===== config.mk =====
export PLATFORM = sky130hd
export DESIGN_NAME = symbol_serializer
export DESIGN_NICKNAME = d
export VERILOG_FILES = /design/src/rtl/zmodem_pkg.sv /design/src/rtl/symbol_serializer.sv
export SDC_FILE = /design/constraint.sdc
export NUM_CORES = 1
export LEC_CHECK = 0
export ABC_CLOCK_PERIOD_IN_PS = 2200
export CORE_ASPECT_RATIO = 1.4
export CORE_UTILIZATION = 40
export DETAILED_ROUTE_END_ITERATION = 6
export GPL_TIMING_DRIVEN = 0
export PLACE_DENSITY_LB_ADDON = 0.05
export SLEW_MARGIN = 15
export SYNTH_ARGS = -nofsm -noshare
export SYNTH_HDL_FRONTEND = slang
export SYNTH_SLANG_ARGS = --single-unit

===== constraint.sdc =====
create_clock -name clk -period 2.2 [get_ports clk]
set_clock_uncertainty 0.05 [all_clocks]
set_input_delay 0.33 -clock clk [delete_from_list [all_inputs] [get_ports clk]]
set_output_delay 0.33 -clock clk [all_outputs]
set_load 0.005 [all_outputs]

===== src/rtl/zmodem_pkg.sv =====
// Widths and types shared by the symbol serializer and deserializer.
package zmodem_pkg;

  localparam int BLOCK_W        = 128;
  localparam int SYM_W          = 2;
  localparam int SYMS_PER_BLOCK = BLOCK_W / SYM_W;
  localparam int CNT_W          = $clog2(SYMS_PER_BLOCK);

  typedef logic [BLOCK_W-1:0] cipher_block_t;
  typedef logic [SYM_W-1:0]   symbol_t;

  typedef enum logic {
    IDLE  = 1'b0,
    SHIFT = 1'b1
  } ser_state_e;

endpackage


===== src/rtl/symbol_serializer.sv =====
// Splits 128-bit cipher blocks into 2-bit symbols, MSB pair first, with one
// holding slot so consecutive blocks stream without an idle symbol slot.
module symbol_serializer
  import zmodem_pkg::*;
(
  input  logic               clk,
  input  logic               reset,
  input  logic [BLOCK_W-1:0] enc_block,
  input  logic               enc_valid,
  output logic               enc_ready,
  output logic [SYM_W-1:0]   symbol_out,
  output logic               symbol_valid,
  input  logic               symbol_ready,
  output logic               symbol_first,
  output logic               symbol_last,
  output logic               state_dbg
);

  // Handshakes: a transfer happens on a rising edge where valid && ready.
  // A producer holds valid and data stable until that edge; ready may
  // depend on state but never on the same-cycle valid.

  localparam logic [CNT_W-1:0] LAST_CNT = CNT_W'(SYMS_PER_BLOCK - 1);

  ser_state_e    state;
  cipher_block_t shift_reg;
  cipher_block_t hold_reg;
  logic          hold_full;
  logic [CNT_W-1:0] sym_cnt;

  logic accept;
  logic sym_hs;

  assign enc_ready    = !hold_full && !reset;
  assign accept       = enc_valid && enc_ready;
  assign symbol_valid = (state == SHIFT);
  assign sym_hs       = symbol_valid && symbol_ready;
  assign symbol_out   = shift_reg[BLOCK_W-1 -: SYM_W];
  assign symbol_first = symbol_valid && (sym_cnt == '0);
  assign symbol_last  = symbol_valid && (sym_cnt == LAST_CNT);
  assign state_dbg    = state;

  always_ff @(posedge clk) begin
    if (reset) begin
      state     <= IDLE;
      shift_reg <= '0;
      hold_reg  <= '0;
      hold_full <= 1'b0;
      sym_cnt   <= '0;
    end else begin
      case (state)
        IDLE: begin
          if (accept) begin
            shift_reg <= enc_block;
            sym_cnt   <= '0;
            state     <= SHIFT;
          end
        end
        SHIFT: begin
          if (sym_hs && (sym_cnt != LAST_CNT)) begin
            shift_reg <= shift_reg << SYM_W;
            sym_cnt   <= sym_cnt + 1'b1;
            if (accept) begin
              hold_reg  <= enc_block;
              hold_full <= 1'b1;
            end
          end else if (sym_hs) begin
            // End of block: the held block wins over a fresh one; enc_ready
            // is low whenever hold_full is set, so both cannot be pending.
            sym_cnt <= '0;
            if (hold_full) begin
              shift_reg <= hold_reg;
              hold_full <= 1'b0;
            end else if (accept) begin
              shift_reg <= enc_block;
            end else begin
              // Final shift leaves the register all-zero while idle.
              shift_reg <= shift_reg << SYM_W;
              state     <= IDLE;
            end
          end else if (accept) begin
            hold_reg  <= enc_block;
            hold_full <= 1'b1;
          end
        end
        default: state <= IDLE;
      endcase
    end
  end

endmodule

* Word-level counts from Yosys, hierarchy flattened *
Cells that the tools add are included.

word-level totals
  register bits = 264
  latch bits = 0
  memory bits (writable) = 0
  memory bits (read-only) = 0
  bits of input ports = 132
  output and inout bits = 7
  logic and storage cells = 44
  memories kept = 0

cells by class
  add/sub/neg operators = 1
  multiply operators = 0
  divide/modulo/power cells = 0
  order comparisons = 0
  eq/ne operators = 5
  shift-type cells = 0
  muxes and demuxes = 21
  bitwise logic cells = 1
  reduce and logical (&&, ||, !) cells = 11

operators by type and width
  operator                                               count
  two-way mux 128 bit                                    8
  one-hot mux 128 bit (2 select lines)                   1
  two-way mux 6 bit                                      3
  one-hot mux 6 bit (2 select lines)                     1
  two-way mux 1 bit                                      7
  adder 6 x 1 -> 6 bit, second input constant            1
  equality test 6 bit, second input constant             1
  logical AND 1 bit                                      6
  zero test 6 bit                                        1
  inequality test 6 bit, second input constant           1
  AND reduction 2 bit                                    2
  inequality test 3 x 1 -> 1 bit, second input constant  1
  zero test 1 bit                                        2
  inequality test 2 x 1 -> 1 bit, second input constant  1
  inequality test 2 bit, second input constant           1
  one-hot mux 1 bit (2 select lines)                     1
  NOT 1 bit                                              1

* Logic depth before layout (Yosys ltp) *
  word-level depth = 8
  gate-level depth with buffers = 7
  gate-level depth less buffers = 5

* Least setup slack after synthesis *
No wires, ideal clock.

  path kind = register -> register
  start = register sym_cnt[0]
  end = register shift_reg[10]
  library setup time = 0.119 ns
  arrival time = 1.576 ns
  data required time = 2.031 ns
  path slack = 0.455 ns
  cell stages (with the launch flop) = 7
  path buffers = 1
  clock period less this slack = 1.745 ns
  cells stage by stage = dfxtp_1 -> ha_1 -> nand2_1 -> nor3_1 -> nand2_1 -> clkbuf_1 -> o221a_2

between the ends
  word-level cells in the longest chain between the ends = 4
  elaborated cells on any way between the ends = 6
  classes of those cells = eq/ne (2); mux (2); reduce/logical (2)

ends and longest elaborated chain
  element                                                                             line                     text
  start, declared                                                                     symbol_serializer.sv:29  logic [CNT_W-1:0] sym_cnt;
  start signal, assigned                                                              symbol_serializer.sv:62  sym_cnt <= sym_cnt + 1'b1;
  inequality test 6 bit *                                                             symbol_serializer.sv:60  if (sym_hs && (sym_cnt != LAST_CNT)) begin
  logical AND 1 bit *                                                                 symbol_serializer.sv:60
  two-way mux 128 bit / inequality test 3 x 1 -> 1 bit (equally long branches)        --
  one-hot mux 128 bit (2 select lines) / AND reduction 2 bit (equally long branches)  --
  end signal, assigned                                                                symbol_serializer.sv:54  shift_reg <= enc_block;
  end signal, assigned                                                                symbol_serializer.sv:61  shift_reg <= shift_reg << SYM_W;
  end signal, assigned                                                                symbol_serializer.sv:72  shift_reg <= hold_reg;
  end, declared                                                                       symbol_serializer.sv:26  cipher_block_t shift_reg;

Every way passes the cells marked *; elsewhere a longest branch is shown, timed or not.
A chain may end at the register's enable or synchronous reset.

* Final worst setup path *
  start = register sym_cnt[0]
  end = output port symbol_first

between the ends
  word-level cells in the longest chain between the ends = 2

ends and longest elaborated chain
  element            line                     text
  zero test 6 bit    symbol_serializer.sv:39  assign symbol_first = symbol_valid && (sym_cnt == '0);
  logical AND 1 bit  symbol_serializer.sv:39
  end, declared      symbol_serializer.sv:14  output logic symbol_first,

No other way between the ends.

==> results.toml <==
[die]
die-area_um2 = 29900
row_count = 73
die_h_um = 204
core_area_um2 = 28600
ioPinCount = 139
die_w_um = 146
start_util_pct = 40.9

[finish]
antennaDiodeCount = 0
drive_above_1_share_pct = 18.9
layout.cells.non_filler = 1882
area_delta_synth_final_pct = 24.8
fillers = 2765
nets = 1623

[sta]
slew_headroom_pct = 55.3
hold_viol_final = 0
worst_slack_ns = -0.112
setup_viol = 2
rsz0062_at_grt = "yes"
maxSlewViolCount = 0
fin_hold_ws_ns = 0.307
tightest_slew_ns = 0.671
min_period_over_period_pct = 105
timing.setup.tns_ns = -0.148
min_period_ns = 2.31
max_freq_ghz = 0.433

[synth]
synth_seq_cells = 264
syn_area_per_cell_um2 = 8.88
synthTopCellsByArea = "dfxtp_1 (45%), a221oi_2 (8.9%), nand2_1 (8.5%), a21oi_1 (5.7%), o221a_2 (4.7%)"
syn_inst = 1316
synth_edf_count = 0
yosys.area_share.adder_pct = 0.214
yosysWarnings = 0
synth_top_area_share_pct = 45.2
seq_area_frac_synth_pct = 45.2
synth_top_family_by_area = "compound AO/OA/AOI/OAI gates"
synth.distinct_cells = 50
muxShareOfSynthArea_pct = 0
ys.flop_type = "dfxtp_1"
ys_top_cells_by_count = "dfxtp_1 (264), nand2_1 (264), a21oi_1 (134)"
netlist_area_um2 = 11700
yosys.area.top_type = "dfxtp_1"
synth_compound_area_share_pct = 33.6
synth_fp_nets = 1450
yosys.area_share.xor_xnor_pct = 0.300
async_flop_share_pct = 0
yosys.area_share.simple_pct = 12.3

[cts]
cts.sinks = 264
max-clock-path-buffers = 3
insertion_delay_ns = 0.55
root_buffer = "clkbuf_16"
tritoncts = "done"
numCtsBuffers = 28
path_clk_slew_ns = 0.06
htree_levels = 1
postCtsHoldBufs = 0

[placement]
placed_cells = 1829
io_buffers = 138
routabilityCongestion = 0.839
post-place-ws_ns = -1.27
hpwl_um = 24600

[worst_hold_path]
hp-class = "input pin to register"
hold_end = "hold_reg[28]"
hp-start = "enc_block[28]"
min_path_cells = 3

[pwr]
power.density_nw_per_um2 = 807
p_leak_nw = 5.54
vdd_ir_drop_max_v = 0.000607

[grt]
use_met1_pct = 29.1
grt_pass1_vias = 10100
track_usage_pct = 23.5
grt_pass1_wl_um = 55800
grt_start_max_net_pins = 14
top_usage_layer = "met2"
use_met3_pct = 2.81
antenna_found_initial = 0
use_met2_pct = 42.4
overflow = 0

[critical_path]
crit_arrival_ns = 1.93
worstSetupPathType = "register to output pin"
crit_fanout = 5
crit_required_ns = 1.82
r2r_slack_ns = 0.10
ff2ff_path_depth = 6
r2r-end = "shift_reg[122]"
reg2reg_from = "state_dbg"
crit_path_start_kind = "register"
endpoint_kind = "output pin"

[drt]
drtAntennaViolNets = 0
vias_per_cell = 5.53
drt_wl_total_um = 35300
post_drt_wl_per_cell_um = 18.7
drtIter0Drc = 538
drc = 0
dr.pass1.iters = 5
vias = 10400

[outcome]
status = "complete, but fails checks"
violations = "negative setup slack"

[flow_run]
maxCapViolCount = 0
## cells in the final DEF (no fill, tap or decap), types with 2 or more instances in the layout
cell type	instances
o2111ai_1	3
clkbuf_2	19
dfxtp_4	2
clkinv_2	6
a21o_1	35
clkdlybuf4s50_1	134
inv_4	2
o21bai_1	36
and3_1	2
nand2_2	6
bufinv_16	2
buf_2	57
nor2_1	58
inv_1	91
nor3_1	5
clkbuf_1	33
clkinvlp_4	2
buf_1	6
a21oi_1	134
xor2_1	3
and2_1	4
o221a_1	6
o22ai_1	71
buf_6	11
dlygate4sd2_1	2
buf_4	10
clkbuf_16	29
nor2_2	2
clkbuf_4	3
a221oi_2	69
o21ai_0	2
o221a_2	49
nor3b_2	2
clkbuf_8	4
or3b_1	2
dfxtp_1	262
a221oi_1	57
nand2_1	260
## stage by stage
step	area, um2	utilization (%)	power (mW)
after detailed placement	13500	47.4	7.14
after CTS	14500	50.8	11.9
after global placement	13500	47.4	7.12
after global routing	14600	51.0	12.2
final	14600	51.0	11.8
after floorplan	11700	-	6.44
## kinds of logic (layout without fill, tap and decap cells)
kind of cell	count (synthesis)	count (layout)
adder cells (fa/ha/maj)	2	2
XOR/XNOR	4	4
AO/OA/AOI/OAI	471	471
buffers and inverters	221	412
AND/OR/NAND/NOR	354	354
flip-flops	264	264
## where the power goes
part,internal [mW],switching (mW)
Clock,2.76,1.97
Combinational,0.818,0.989
Sequential,5.11,0.135
## area by class of cell
type / count / area [um2] / share of cell area [%]
buffer: 128 / 687 / 4.71
clock buffer: 38 / 800 / 5.48
clock inverter: 10 / 105 / 0.720
inverter: 93 / 354 / 2.43
multi-input combinational: 831 / 5470 / 37.5
sequential: 264 / 5290 / 36.3
tap: 375 / 469 / 3.22
timing repair buffer: 143 / 1410 / 9.68
## routing by layer
metal  vias to the layer above  part of all wire (%)
met5                         -                     0
met2                       228                    50
li1                       5100                     -
met1                      5014                    43
met4                         0                   2.2
met3                        58                   4.1
## repair_timing
| item | in CTS | in global routing |
|---|---|---|
| pin swaps | 3 | 4 |
| setup endpoints to repair | 124 | 154 |
| setup buffers | 1 | 4 |
| resized for setup | 40 | 37 |
## worst max-delay path by stage
stage / start / endpoint / slack, ns / cells past startpoint
global placement: reset / enc_ready / -1.28 / 7
floorplan: sym_cnt[0] / shift_reg[10] / 0.46 / 6
CTS: sym_cnt[0] / symbol_first / -0.11 / 5
global route: sym_cnt[0] / symbol_first / -0.15 / 5
finish: sym_cnt[0] / symbol_first / -0.11 / 5
detailed placement: reset / enc_ready / -1.27 / 7
## critical path, cell delays in order, from the launching register on
cell and delay [ns]:
dfxtp_4 0.37, inv_4 0.06, ha_4 0.12, or4b_4 0.46
nor3b_4 0.23, buf_2 0.15
(Power assumes the default switching activity.)
